<file path="config.mk">
export PLATFORM = sky130hd
export DESIGN_NAME = wb_stage_flat
export DESIGN_NICKNAME = d
export VERILOG_FILES = /design/src/rtl/wb_stage_if.sv /design/src/rtl/wb_stage.sv /design/src/flat_wrapper.sv
export SDC_FILE = /design/constraint.sdc
export NUM_CORES = 1
export LEC_CHECK = 0
export BUFFER_PORTS_ARGS = -buffer_cell sky130_fd_sc_hd__buf_2
export CAP_MARGIN = 20
export CORE_AREA = 2 2 211 213
export DETAILED_ROUTE_END_ITERATION = 7
export DIE_AREA = 0 0 213 215
export MAX_ROUTING_LAYER = met4
export PLACE_DENSITY_LB_ADDON = 0.1
export REMOVE_ABC_BUFFERS = 1
export SYNTH_ARGS = -nofsm -noshare
export SYNTH_HDL_FRONTEND = slang
export SYNTH_SLANG_ARGS = --single-unit
</file>
<file path="constraint.sdc">
create_clock -name clk -period 24.9 [get_ports clk]
set_input_delay 2.49 -clock clk [delete_from_list [all_inputs] [get_ports clk]]
set_output_delay 2.49 -clock clk [all_outputs]
set_load 0.01 [all_outputs]
</file>
<file path="src/rtl/wb_stage_if.sv">
// rtl/wb_stage_if.sv - memory-to-writeback handshake and instruction bus
interface wb_stage_if #(
  parameter int BUS_W = 199
);
  logic             ms2ws_valid;
  logic             ws_allowin;
  logic [BUS_W-1:0] ms2ws_bus;

  modport master (output ms2ws_valid, output ms2ws_bus, input ws_allowin);
  modport slave  (input ms2ws_valid, input ms2ws_bus, output ws_allowin);
endinterface

</file>
<file path="src/rtl/wb_stage.sv">
// rtl/wb_stage.sv - writeback stage: regfile/CSR commit, exception flush, trace (option WB_RETIRE_CNT_EN)
module wb_stage #(
  parameter int EXC_W = 97,
  parameter int BUS_W = 199
) (
  input  logic              clk,
  input  logic              reset,
  wb_stage_if.slave         ms_if,
  input  logic [31:0]       csr_rvalue,
  output logic              csr_re,
  output logic              csr_we,
  output logic [13:0]       csr_num,
  output logic [31:0]       csr_wmask,
  output logic [31:0]       csr_wvalue,
  output logic              wb_ex,
  output logic              ertn_flush,
  output logic [5:0]        wb_ecode,
  output logic [8:0]        wb_esubcode,
  output logic [31:0]       wb_pc,
  output logic [31:0]       wb_vaddr,
  output logic              ws_reflush,
  output logic              rf_we,
  output logic [4:0]        rf_waddr,
  output logic [31:0]       rf_wdata,
  output logic [37:0]       wb_forward_zip,
`ifdef WB_RETIRE_CNT_EN
  output logic [63:0]       retire_cnt,
  output logic [31:0]       ex_cnt,
`endif
  output logic [31:0]       debug_wb_pc,
  output logic [3:0]        debug_wb_rf_we,
  output logic [4:0]        debug_wb_rf_wnum,
  output logic [31:0]       debug_wb_rf_wdata
);

  logic             ws_valid;
  logic [BUS_W-1:0] bus_reg;

  logic [31:0]      pc;
  logic             gr_we;
  logic [4:0]       dest;
  logic [31:0]      final_result;
  logic [31:0]      rkd_value;
  logic [EXC_W-1:0] exc;

  logic [31:0]      wrong_addr;
  logic             csr_we_field;
  logic [31:0]      wmask_field;
  logic [13:0]      num_field;
  logic             ertn_field;
  logic             ex_field;
  logic [8:0]       esubcode_field;
  logic [5:0]       ecode_field;
  logic             csr_re_field;

  logic             commit_ex;
  logic             commit_ertn;

  assign ms_if.ws_allowin = 1'b1;

  assign {pc, gr_we, dest, final_result, rkd_value, exc} = bus_reg;
  assign {wrong_addr, csr_we_field, wmask_field, num_field, ertn_field,
          ex_field, esubcode_field, ecode_field, csr_re_field} = exc;

  // A flushing commit kills whatever the memory stage offers in the same cycle.
  always_ff @(posedge clk) begin
    if (reset) begin
      ws_valid <= 1'b0;
    end else if (ws_reflush) begin
      ws_valid <= 1'b0;
    end else begin
      ws_valid <= ms_if.ms2ws_valid;
    end
  end

  always_ff @(posedge clk) begin
    if (ms_if.ms2ws_valid && ms_if.ws_allowin && !ws_reflush) begin
      bus_reg <= ms_if.ms2ws_bus;
    end
  end

  assign commit_ex   = ws_valid & ex_field;
  assign commit_ertn = ws_valid & ertn_field & ~ex_field;

  assign wb_ex       = commit_ex;
  assign ertn_flush  = commit_ertn;
  assign ws_reflush  = commit_ex | commit_ertn;

  assign wb_ecode    = ecode_field;
  assign wb_esubcode = esubcode_field;
  assign wb_pc       = pc;
  assign wb_vaddr    = wrong_addr;

  assign csr_we      = ws_valid & csr_we_field & ~ex_field;
  assign csr_re      = ws_valid & csr_re_field;
  assign csr_num     = num_field;
  assign csr_wmask   = wmask_field;
  assign csr_wvalue  = rkd_value;

  assign rf_we       = ws_valid & gr_we & ~ex_field;
  assign rf_waddr    = dest;
  assign rf_wdata    = csr_re_field ? csr_rvalue : final_result;

  assign wb_forward_zip    = {rf_we, rf_waddr, rf_wdata};

  assign debug_wb_pc       = pc;
  assign debug_wb_rf_we    = {4{rf_we}};
  assign debug_wb_rf_wnum  = rf_waddr;
  assign debug_wb_rf_wdata = rf_wdata;

`ifdef WB_RETIRE_CNT_EN
  logic flush_d;

  always_ff @(posedge clk) begin
    if (reset) begin
      flush_d    <= 1'b0;
      retire_cnt <= 64'd0;
      ex_cnt     <= 32'd0;
    end else begin
      flush_d <= ws_reflush;
      // ertn is a normal retirement; only exceptions are excluded.
      if (ws_valid && !commit_ex) begin
        retire_cnt <= retire_cnt + 64'd1;
      end
      if (commit_ex && ex_cnt != 32'hFFFF_FFFF) begin
        ex_cnt <= ex_cnt + 32'd1;
      end
    end
  end
`endif

endmodule
</file>
<file path="src/flat_wrapper.sv">
// flat-port wrapper written by rule: the top's interface ports become plain ports
module wb_stage_flat 
#(
  parameter int EXC_W = 97,
  parameter int BUS_W = 199
)
  (clk, reset, csr_rvalue, csr_re, csr_we, csr_num, csr_wmask, csr_wvalue, wb_ex, ertn_flush, wb_ecode, wb_esubcode, wb_pc, wb_vaddr, ws_reflush, rf_we, rf_waddr, rf_wdata, wb_forward_zip, debug_wb_pc, debug_wb_rf_we, debug_wb_rf_wnum, debug_wb_rf_wdata, ms_if_ms2ws_valid, ms_if_ms2ws_bus, ms_if_ws_allowin);
  wb_stage_if #(.BUS_W(BUS_W)) ms_if_i ();
  input  logic clk;
  input  logic reset;
  input  logic [31:0] csr_rvalue;
  output logic csr_re;
  output logic csr_we;
  output logic [13:0] csr_num;
  output logic [31:0] csr_wmask;
  output logic [31:0] csr_wvalue;
  output logic wb_ex;
  output logic ertn_flush;
  output logic [5:0] wb_ecode;
  output logic [8:0] wb_esubcode;
  output logic [31:0] wb_pc;
  output logic [31:0] wb_vaddr;
  output logic ws_reflush;
  output logic rf_we;
  output logic [4:0] rf_waddr;
  output logic [31:0] rf_wdata;
  output logic [37:0] wb_forward_zip;
  output logic [31:0] debug_wb_pc;
  output logic [3:0] debug_wb_rf_we;
  output logic [4:0] debug_wb_rf_wnum;
  output logic [31:0] debug_wb_rf_wdata;
  input wire logic [$bits(ms_if_i.ms2ws_valid)-1:0] ms_if_ms2ws_valid;
  input wire logic [$bits(ms_if_i.ms2ws_bus)-1:0] ms_if_ms2ws_bus;
  output wire logic [$bits(ms_if_i.ws_allowin)-1:0] ms_if_ws_allowin;
  assign ms_if_i.ms2ws_valid = ms_if_ms2ws_valid;
  assign ms_if_i.ms2ws_bus = ms_if_ms2ws_bus;
  assign ms_if_ws_allowin = ms_if_i.ws_allowin;
  wb_stage #(.EXC_W(EXC_W), .BUS_W(BUS_W)) u_core (.clk(clk), .reset(reset), .ms_if(ms_if_i), .csr_rvalue(csr_rvalue), .csr_re(csr_re), .csr_we(csr_we), .csr_num(csr_num), .csr_wmask(csr_wmask), .csr_wvalue(csr_wvalue), .wb_ex(wb_ex), .ertn_flush(ertn_flush), .wb_ecode(wb_ecode), .wb_esubcode(wb_esubcode), .wb_pc(wb_pc), .wb_vaddr(wb_vaddr), .ws_reflush(ws_reflush), .rf_we(rf_we), .rf_waddr(rf_waddr), .rf_wdata(rf_wdata), .wb_forward_zip(wb_forward_zip), .debug_wb_pc(debug_wb_pc), .debug_wb_rf_we(debug_wb_rf_we), .debug_wb_rf_wnum(debug_wb_rf_wnum), .debug_wb_rf_wdata(debug_wb_rf_wdata));
endmodule
</file>
==> results.sh <==
export IMPL_yosys_warnings=0
export IMPL_maxCapViolations=0
export IMPL_worst_pin_slew_ps=904.7
export IMPL_synthToLayoutAreaGrowth_pct=22.14
export IMPL_max_slew_margin_pct=39.69
export IMPL_critPathLaunch="csr_rvalue[11]"
export IMPL_antenna_found_initial=5
export IMPL_placed_area_sq_um=10030
export IMPL_clock_skew_ps=11.69
export IMPL_clock_sinks=200
export IMPL_initial_utilization_pct=19.83
export IMPL_cp_max_fo=3
export IMPL_die_h_um=215
export IMPL_rows=77
export IMPL_setup_slack_ps=19390
export IMPL_peakVddDrop_mv=0.04557
export IMPL_drtIter0Drc=189
export IMPL_hold_class="flip-flop to flip-flop"
export IMPL_syn_area_sq_um=8656
export IMPL_use_met1_pct=8.922
export IMPL_synth_cells=520
export IMPL_stdcell_area_sq_um=10570
export IMPL_critPathRequiredTime_ps=22410
export IMPL_overflow=0
export IMPL_grt_max_degree=67
export IMPL_path_clk_slew_ps=70
export IMPL_cts_resized=0
export IMPL_cts_hold_buf=0
export IMPL_routabilityCongestion=0.7067
export IMPL_use_met2_pct=17.93
export IMPL_fin_setup_tns_ps=0
export IMPL_pre_cts_ws_ps=19380
export IMPL_worstSetupPathType="input pin to output port"
export IMPL_final_util_pct=24.23
export IMPL_detail_route_antenna_nets=0
export IMPL_power_density_nw_per_um2=71.89
export IMPL_grt_pass1_wl_um=31060
export IMPL_finalCritPeriodShare_pct=22.14
export IMPL_insertion_delay_ps=490
export IMPL_routed_wl_um=23050
export IMPL_period_needed_ps=5513
export IMPL_synth_seq_cells=200
export IMPL_dp_final_hpwl_um=18020
export IMPL_vias=4571
export IMPL_synth_cell_types=12
export IMPL_endpoint_kind="output port"
export IMPL_nets=1043
export IMPL_slew_violations=0
export IMPL_worstPathArrival_ps=3020
export IMPL_io_buffers=544
export IMPL_r2r_start="u_core.bus_reg[16]$_DFFE_PP_"
export IMPL_core_sq_um=43640
export IMPL_yosysSeqAreaShare_pct=69.27
export IMPL_viasPerCell=3.226
export IMPL_cts_setup_buffers=0
export IMPL_fp_dieW_um=213
export IMPL_use_met3_pct=6.065
export IMPL_n_fill_cell=4660
export IMPL_num_io_pins=546
export IMPL_grt_use_total_pct=10.30
export IMPL_cts_tree="built"
export IMPL_numCtsBuffers=17
export IMPL_drt_pass1_iter_count=4
export IMPL_drive_gt1_share_pct=74.02
export IMPL_final_hold_viol_count=0
export IMPL_finalSetupViolations=0
export IMPL_drc=0
export IMPL_busiest_layer="met2"
export IMPL_leakagePower_nw=4.648
export IMPL_wl_per_cell_um=16.26
export IMPL_grt_pass1_vias=4698
export IMPL_hold_path_startpoint="u_core.bus_reg[17]$_DFFE_PP_"
export IMPL_cts_max_level=4
export IMPL_rsz0062_at_grt="no"
export IMPL_synth_area_per_cell_sq_um=16.65
export IMPL_cts_buffer_depth=2
export IMPL_largest_reg_flops=199
export IMPL_ctsRootBufferMaster="clkbuf_16"
export IMPL_cp_start_kind="input pin"
export IMPL_status="complete, no violations"
export IMPL_dieArea_sq_um=45800
export IMPL_fmax_mhz=181.4
## stage by stage
stage	power [W]	hold WS (ps)	instances
after global placement	0.0005029	656.7	1382
after floorplan	0.0004503	622.7	242
after global routing	0.0007987	703.0	1417
final	0.0007600	653.0	1417
after detailed placement	0.0005024	665.2	1382
after CTS	0.0007793	674.0	1412
## cell usage in the layout, fill, tap and decap left out
cell | netlist | layout
bufinv_16 | 0 | 1
mux2_2 | 3 | 3
dfxtp_1 | 1 | 1
mux2_4 | 29 | 29
buf_2 | 0 | 544
clkinv_1 | 0 | 3
diode_2 | 0 | 5
nor2b_4 | 0 | 1
clkbuf_1 | 0 | 1
o21a_1 | 1 | 1
edfxtp_1 | 199 | 199
inv_6 | 0 | 3
clkinv_4 | 0 | 2
nor2b_1 | 2 | 1
clkinv_2 | 0 | 2
nor3b_1 | 1 | 1
clkbuf_16 | 0 | 17
conb_1 | 1 | 1
and2_1 | 5 | 5
buf_4 | 274 | 4
clkinvlp_4 | 0 | 1
## final cells by class
class                           count  area, sq um  share of cell area [%]
Sequential cell                   200         5996                   56.71
Timing Repair Buffer              548         2753                   26.04
Tap cell                          592        740.7                   7.006
Multi-Input combinational cell     42        539.3                   5.101
Clock buffer                       18        429.2                   4.059
Clock inverter                     12        102.6                  0.9704
Antenna cell                        5        12.51                  0.1183
## worst max-delay path: stages
cell,delay [ps]
buf_2,100
mux2_4,280
buf_2,150
## power breakdown
part           switching (W)   total, W  internal [W]
clock network       0.000132   0.000268      0.000136
logic              0.0000498  0.0000910     0.0000412
registers         0.00000604   0.000401      0.000395
total               0.000188   0.000760      0.000572
## path summary, 6_finish.rpt
check,slack [ps],to,cells past startpoint
setup / recovery,19390,debug_wb_rf_wdata[11],3
hold / removal,650,u_core.ws_valid$_SDFF_PP0_,2
setup reg to reg,21870,u_core.bus_reg[104]$_DFFE_PP_,4
hold reg to reg,650,u_core.ws_valid$_SDFF_PP0_,2
## synth_stat cells, drive strengths merged
cell type  instances  area (sq um)
nor3b              1         7.510
edfxtp           199          5976
dfxtp              1         20.02
buf              278          2128
nor2b              2         12.51
conb               1         3.750
and2               5         31.28
mux2              32         469.2
o21a               1         7.510
## cell families (layout without fill, tap and decap cells)
family                 Yosys count  in the layout  share of synthesized area (%)
multiplexers                    32             32                          5.421
other                            1              6                        0.04332
flip-flops                     200            200                          69.27
AND/OR/NAND/NOR                  8              8                         0.5927
buffers and inverters          278            578                          24.59
AO/OA/AOI/OAI                    1              1                        0.08676
## routing by layer
metal | vias to the layer above | routed length, um
met1 | 2146 | 7398
met4 | 0 | 448
met2 | 280 | 12460
met3 | 29 | 2735
li1 | 2116 | -
met5 | - | 0
Note: power is estimated with default switching activity, not from simulation.
